===== config.mk =====
export PLATFORM = sky130hd
export DESIGN_NAME = ahbs_sram_top_flat
export DESIGN_NICKNAME = d
export VERILOG_FILES = /design/src/rtl/ahbs_sram_top_if.sv /design/src/rtl/ahbs_sram_top.sv /design/src/flat_wrapper.sv
export SDC_FILE = /design/constraint.sdc
export NUM_CORES = 2
export LEC_CHECK = 0
export BUFFER_PORTS_ARGS = -buffer_cell sky130_fd_sc_hd__buf_2
export CAP_MARGIN = 20
export CORE_MARGIN = 5
export CORE_UTILIZATION = 42
export CTS_CLUSTER_SIZE = 12
export DETAILED_ROUTE_END_ITERATION = 8
export MAX_ROUTING_LAYER = met4
export PLACE_DENSITY = 0.61
export SETUP_SLACK_MARGIN = 0.3
export SYNTH_ARGS = -nofsm -noshare
export SYNTH_HDL_FRONTEND = slang
export SYNTH_SLANG_ARGS = --single-unit

===== constraint.sdc =====
create_clock -name hclk -period 4 [get_ports hclk]
set_input_delay 0.4 -clock hclk [delete_from_list [all_inputs] [get_ports hclk]]
set_output_delay 0.4 -clock hclk [all_outputs]
set_load 0.02 [all_outputs]

===== src/rtl/ahbs_sram_top_if.sv =====
// AHB-Lite slave-side bus bundle for ahbs_sram_top.
// The master modport is the decoder/mux view; slave is the target view.
interface ahbs_sram_top_if;
  logic        hsel;
  logic [31:0] haddr;
  logic [1:0]  htrans;
  logic        hwrite;
  logic [2:0]  hsize;
  logic [2:0]  hburst;
  logic [3:0]  hprot;
  logic [31:0] hwdata;
  logic        hready;
  logic        hreadyout;
  logic [1:0]  hresp;
  logic [31:0] hrdata;

  modport slave (
    input  hsel, haddr, htrans, hwrite, hsize,
    input  hburst, hprot, hwdata, hready,
    output hreadyout, hresp, hrdata
  );

  modport master (
    output hsel, haddr, htrans, hwrite, hsize,
    output hburst, hprot, hwdata, hready,
    input  hreadyout, hresp, hrdata
  );
endinterface


===== src/rtl/ahbs_sram_top.sv =====
// AHB-Lite SRAM slave: word memory, WAIT_CYC wait states per data phase.
// Define AHBS_SRAM_ERR_EN to build the two-cycle ERROR response.
module ahbs_sram_top #(
  parameter int ADDR_W   = 6,
  parameter int WAIT_CYC = 0
) (
  input  logic           hclk,
  input  logic           hrst_b,
  ahbs_sram_top_if.slave bus
);
  localparam int         DEPTH = 1 << ADDR_W;
  localparam logic [1:0] WMAX  = 2'(WAIT_CYC);

  typedef enum logic [1:0] {
    IDLE,
    DATA
`ifdef AHBS_SRAM_ERR_EN
    , ERR1,
    ERR2
`endif
  } st_t;

  st_t               st, st_nx;
  logic [1:0]        cnt, cnt_nx;
  logic [ADDR_W+1:0] addr_q;
  logic [1:0]        size_q;
  logic              write_q, err_q;
  logic [31:0]       mem [DEPTH];
  logic              rdy, req, err_in, cap, wr_en;
  logic [1:0]        resp;
  logic [3:0]        be;
  logic [ADDR_W-1:0] widx;
  logic              unused_ok;

  assign req    = bus.hsel & bus.hready & bus.htrans[1];
  assign err_in = (bus.hsize >= 3'd3)
                | (bus.hsize == 3'd1 & bus.haddr[0])
                | (bus.hsize == 3'd2 & |bus.haddr[1:0]);
  assign cap    = rdy & req;
  assign widx   = addr_q[ADDR_W+1:2];
  assign wr_en  = (st == DATA) & rdy & write_q & ~err_q;

  assign unused_ok = ^{bus.hburst, bus.hprot,
                       bus.haddr[31:ADDR_W+2]};

  always_comb begin
    st_nx  = st;
    cnt_nx = cnt;
    rdy    = 1'b1;
    resp   = 2'b00;
    unique case (st)
      DATA: begin
        rdy = (cnt == WMAX);
        if (!rdy) cnt_nx = cnt + 2'd1;
      end
`ifdef AHBS_SRAM_ERR_EN
      ERR1: begin
        rdy   = 1'b0;
        resp  = 2'b01;
        st_nx = ERR2;
      end
      ERR2: resp = 2'b01;
`endif
      default: ;
    endcase
    // every ready point either accepts a new beat or drops to IDLE
    if (rdy) begin
      cnt_nx = '0;
      if (cap) begin
`ifdef AHBS_SRAM_ERR_EN
        st_nx = err_in ? ERR1 : DATA;
`else
        st_nx = DATA;
`endif
      end else begin
        st_nx = IDLE;
      end
    end
  end

  always_comb begin
    be = 4'b0000;
    unique case (1'b1)
      size_q == 2'd0: be = 4'b0001 << addr_q[1:0];
      size_q == 2'd1: be = addr_q[1] ? 4'b1100 : 4'b0011;
      default:        be = 4'b1111;
    endcase
  end

  always_ff @(posedge hclk) begin
    if (!hrst_b) begin
      st      <= IDLE;
      cnt     <= '0;
      addr_q  <= '0;
      size_q  <= '0;
      write_q <= 1'b0;
      err_q   <= 1'b0;
    end else begin
      st  <= st_nx;
      cnt <= cnt_nx;
      if (cap) begin
        addr_q  <= bus.haddr[ADDR_W+1:0];
        size_q  <= bus.hsize[1:0];
        write_q <= bus.hwrite;
        err_q   <= err_in;
      end
    end
  end

  always_ff @(posedge hclk) begin
    if (!hrst_b) begin
      for (int i = 0; i < DEPTH; i++) mem[i] <= '0;
    end else if (wr_en) begin
      for (int b = 0; b < 4; b++)
        if (be[b]) mem[widx][8*b +: 8] <= bus.hwdata[8*b +: 8];
    end
  end

  assign bus.hreadyout = rdy;
  assign bus.hresp     = resp;
  assign bus.hrdata    = (st == DATA && !write_q && !err_q)
                       ? mem[widx] : 32'b0;
endmodule


===== src/flat_wrapper.sv =====
// flat-port wrapper written by rule: the top's interface ports become plain ports
module ahbs_sram_top_flat 
#(
  parameter int ADDR_W   = 6,
  parameter int WAIT_CYC = 0
)
  (hclk, hrst_b, bus_hsel, bus_haddr, bus_htrans, bus_hwrite, bus_hsize, bus_hburst, bus_hprot, bus_hwdata, bus_hready, bus_hreadyout, bus_hresp, bus_hrdata);
  ahbs_sram_top_if bus_i ();
  input  logic hclk;
  input  logic hrst_b;
  input wire logic [$bits(bus_i.hsel)-1:0] bus_hsel;
  input wire logic [$bits(bus_i.haddr)-1:0] bus_haddr;
  input wire logic [$bits(bus_i.htrans)-1:0] bus_htrans;
  input wire logic [$bits(bus_i.hwrite)-1:0] bus_hwrite;
  input wire logic [$bits(bus_i.hsize)-1:0] bus_hsize;
  input wire logic [$bits(bus_i.hburst)-1:0] bus_hburst;
  input wire logic [$bits(bus_i.hprot)-1:0] bus_hprot;
  input wire logic [$bits(bus_i.hwdata)-1:0] bus_hwdata;
  input wire logic [$bits(bus_i.hready)-1:0] bus_hready;
  output wire logic [$bits(bus_i.hreadyout)-1:0] bus_hreadyout;
  output wire logic [$bits(bus_i.hresp)-1:0] bus_hresp;
  output wire logic [$bits(bus_i.hrdata)-1:0] bus_hrdata;
  assign bus_i.hsel = bus_hsel;
  assign bus_i.haddr = bus_haddr;
  assign bus_i.htrans = bus_htrans;
  assign bus_i.hwrite = bus_hwrite;
  assign bus_i.hsize = bus_hsize;
  assign bus_i.hburst = bus_hburst;
  assign bus_i.hprot = bus_hprot;
  assign bus_i.hwdata = bus_hwdata;
  assign bus_i.hready = bus_hready;
  assign bus_hreadyout = bus_i.hreadyout;
  assign bus_hresp = bus_i.hresp;
  assign bus_hrdata = bus_i.hrdata;
  ahbs_sram_top #(.ADDR_W(ADDR_W), .WAIT_CYC(WAIT_CYC)) u_core (.hclk(hclk), .hrst_b(hrst_b), .bus(bus_i));
endmodule

==> summary.md <==
| Metric | Value |
|---|---|
| Status | finished, violations left |
| Failing checks | setup timing |
| Initial drt markers | about 11000 |
| # DRC | 0 |
| Min Tclk post-route | roughly 4200 ps |
| CTS tree | yes |
| GR Util All Layers | 0.285 |
| Syn Area/Cell | 14.1 um^2 |
| Maximum VDD drop | approximately 0.46 mV |
| Fmax | between 200 and 250 MHz |
| Skew-Pair Late Insertion Delay | ~900 ps |
| Clock skew | roughly 48 ps |
| Primary FF master, synth | edfxtp_1 |
| Synthesized area | 96600 um^2 |
| Req. time, crit path | between 3000 and 4000 ps |
| I/O pin count | 116 |
| Die footprint | roughly 240000 um^2 |
| Post-synthesis sequential element count | 2069 |
| Core region area | around 230000 um^2 |
| Worst Path Arrival | between 3000 and 4000 ps |
| CTS sink cnt | 2069 |
| Tcrit/Tclk final | 1.05 |
| Layout area overhead | 17.3% |
| Setup_tns | -854 ps |
| Max_slew headroom | 0.210 |
| Post-synth EDFFs | around 2000 |
| Num CTS Buffers | approximately 210 |
| Number of global-route vias before repair | 61700 |
| Clock transition at path regs | about 60 ps |
| Commonest non-fill, non-tap cells in the layout | 2053 x and3_1, 2048 x edfxtp_1, 576 x nand2_1 |
| Async SR Flop Fraction | 0 |
| Avg Vias per Cell | roughly 6.4 |
| Grt total ovfl | 0 |
| Place WS | -18.6 ps |
| Yosys Warn Count | 0 |
| WL/cell | 33.5 um |
| Largest cells by area after synthesis | edfxtp_1 64%, and3_1 13%, mux4_2 10% |
| Largest net degree at the start of global routing | roughly 130 |
| Row count | around 180 |
| Filler cells | 19300 |
| DRT Pass-1 Iters | 6 |
| # nets final | a little over 7000 |
| Worst hold path class | input pin to flop |
| Root buf cell | clkbuf_16 |
| Initial antenna violation count | 29 |
| Crit Path Max Fanout | 7 |
| Final hold violations | 0 |
| Commonest non-fill, non-tap cell in the layout | and3_1 |
| Slew @ Worst Pin | 1180 ps |
| Critical path class | flop to output pin |
| Detailed-route wire length | ~340 mm |
| First-pass GRT wire length | 474 mm |
| Cell variety after synth | 64 |
| Die width | 490 um |
| Starting density of the core | 0.421 |
| Seq/Total Area, Yosys | 0.641 |
| H-tree depth | 4 |
| Dpl cell area | ~100000 um^2 |
| Max Cap Viol | 0 |
| Startpoint types | flop |
| Buffers on Ports | 81 |
| Post-synthesis cell count | between 6000 and 7000 |
| Final number of setup-violating endpoints | 15 |
| Post-route ant nets | 0 |
| Register area | 61900 um^2 |
| Final worst slack | -183 ps |
| Hpwl dp | ~220 mm |
| Chip Height | ~490 um |
| CTS max path bufs | 3 |
| Leakage power | 46.9 nW |
| Multi-input gate area | about 33000 um^2 |
| Post-synth top area share | 0.636 |
| Worst setup EP type | output pin |
| RSZ-0062 raised after global routing | true |
| GPL Wtd Cong | between 0.9 and 1 |
| Power per Cell Area | 416 nW/um^2 |
| Slew Limit Fails | 0 |
| Finished Cell Area | 113000 um^2 |
| Vias | 65400 |
| Yosys top cell by area | edfxtp_1 |
| Share of cells above drive strength 1 | 0.258 |
[power by group]
group	switching, W	internal [W]	leakage (nW)
Combinational	0.00220	0.00108	22.4
Clock	0.00874	0.0104	3.16
Sequential	0.000219	0.0245	21.3
Total	0.0112	0.0359	46.9
[worst max-delay path: stages (launching register included)]
cell and delay, ps:
dfxtp_4 410, buf_12 190, buf_16 160, buf_12 100, mux4_2 560, a32oi_2 190, nand4_1 420, a211o_4 550
buf_12 160, buf_8 120
[per-layer routing]
metal,vias to the layer above,part of all wire,GRT usage
li1,26800,-,-
met1,33400,0.37,0.386
met2,4541,0.45,0.414
met3,734,0.12,0.0611
met4,0,0.057,0.134
met5,-,0,-
[metrics by stage]
stage / std cells / util / total power [W] / hold slack (ps)
detailed placement: 9578 / 0.443 / 0.0279 / 482
CTS: 10100 / 0.486 / 0.0470 / 34.6
global route: 10200 / 0.494 / 0.0481 / 81.6
floorplan: 6873 / - / 0.0265 / 451
finish: 10200 / 0.494 / 0.0471 / 86.7
global placement: 9578 / 0.443 / 0.0279 / 478
[final timing paths]
kind | start | depth (start not counted) | to | slack (ps)
worst max-delay path | flop | 9 | bus_hrdata[29] | -180
worst min-delay path | bus_hwdata[21] | 2 | u_core.mem[22][21] | 90
worst max register to register | u_core.cnt[0] | 8 | u_core.mem[29][17] | 550
worst min register to register | u_core.size_q[0] | 2 | u_core.size_q[0] | 490
[cell type report]
| cell class | instances | share of cell area |
|---|---|---|
| Antenna cell | 13 | 0.000287 |
| Clock inverter | 106 | 0.00775 |
| Timing Repair Buffer | 804 | 0.0738 |
| Sequential cell | 2069 | 0.547 |
| Clock buffer | 272 | 0.0496 |
| Inverter | 6 | 0.000199 |
| Tap cell | 3026 | 0.0334 |
| Multi-Input combinational cell | 3894 | 0.288 |
[cell usage after synthesis (15+ instances only)]
master / n
edfxtp_1: 2048
a211oi_1: 22
nor2_1: 108
mux2i_1: 158
nand2_1: 585
clkbuf_1: 693
a31oi_1: 18
and3_1: 2054
buf_4: 38
dfxtp_1: 21
nor2b_1: 29
nand2b_1: 15
a21oi_1: 36
o21ai_0: 17
o22ai_1: 51
nand3_1: 42
buf_6: 25
nor3_1: 17
buf_2: 99
buf_1: 46
a22oi_1: 161
mux4_2: 448
[sequential cells by signal (all words and copies together), names as in the netlist, named ones only]
signal	count
u_core.addr_q	8
u_core.st	1
u_core.size_q	2
u_core.cnt	2
u_core.write_q	1
u_core.err_q	1
u_core.mem	2048
[repair_timing]
item / 4_1_cts / 5_1_grt
gates resized for setup: 407 / 178
cloned: 18 / 6
pin swaps: 73 / 72
hold buffers: 18 / 0
hold endpoints to repair: 21 / 0
setup buffers: 90 / 87
setup endpoints to repair: 32 / 32
[cells by family (layout without fill, tap and decap cells)]
kind of cell               after synthesis  count (layout)  synth area share
and+or+nand+nor                       2914            2914             0.171
DFF                                   2069            2069             0.641
buffers and inverters                  910            1188            0.0405
muxes                                  606             606             0.121
AOI/OAI and AO/OA                      371             371            0.0272
adders and majority gates                1               1          0.000129
other                                    1              15         0.0000388
No activity file was read; power rests on OpenSTA's default activity.
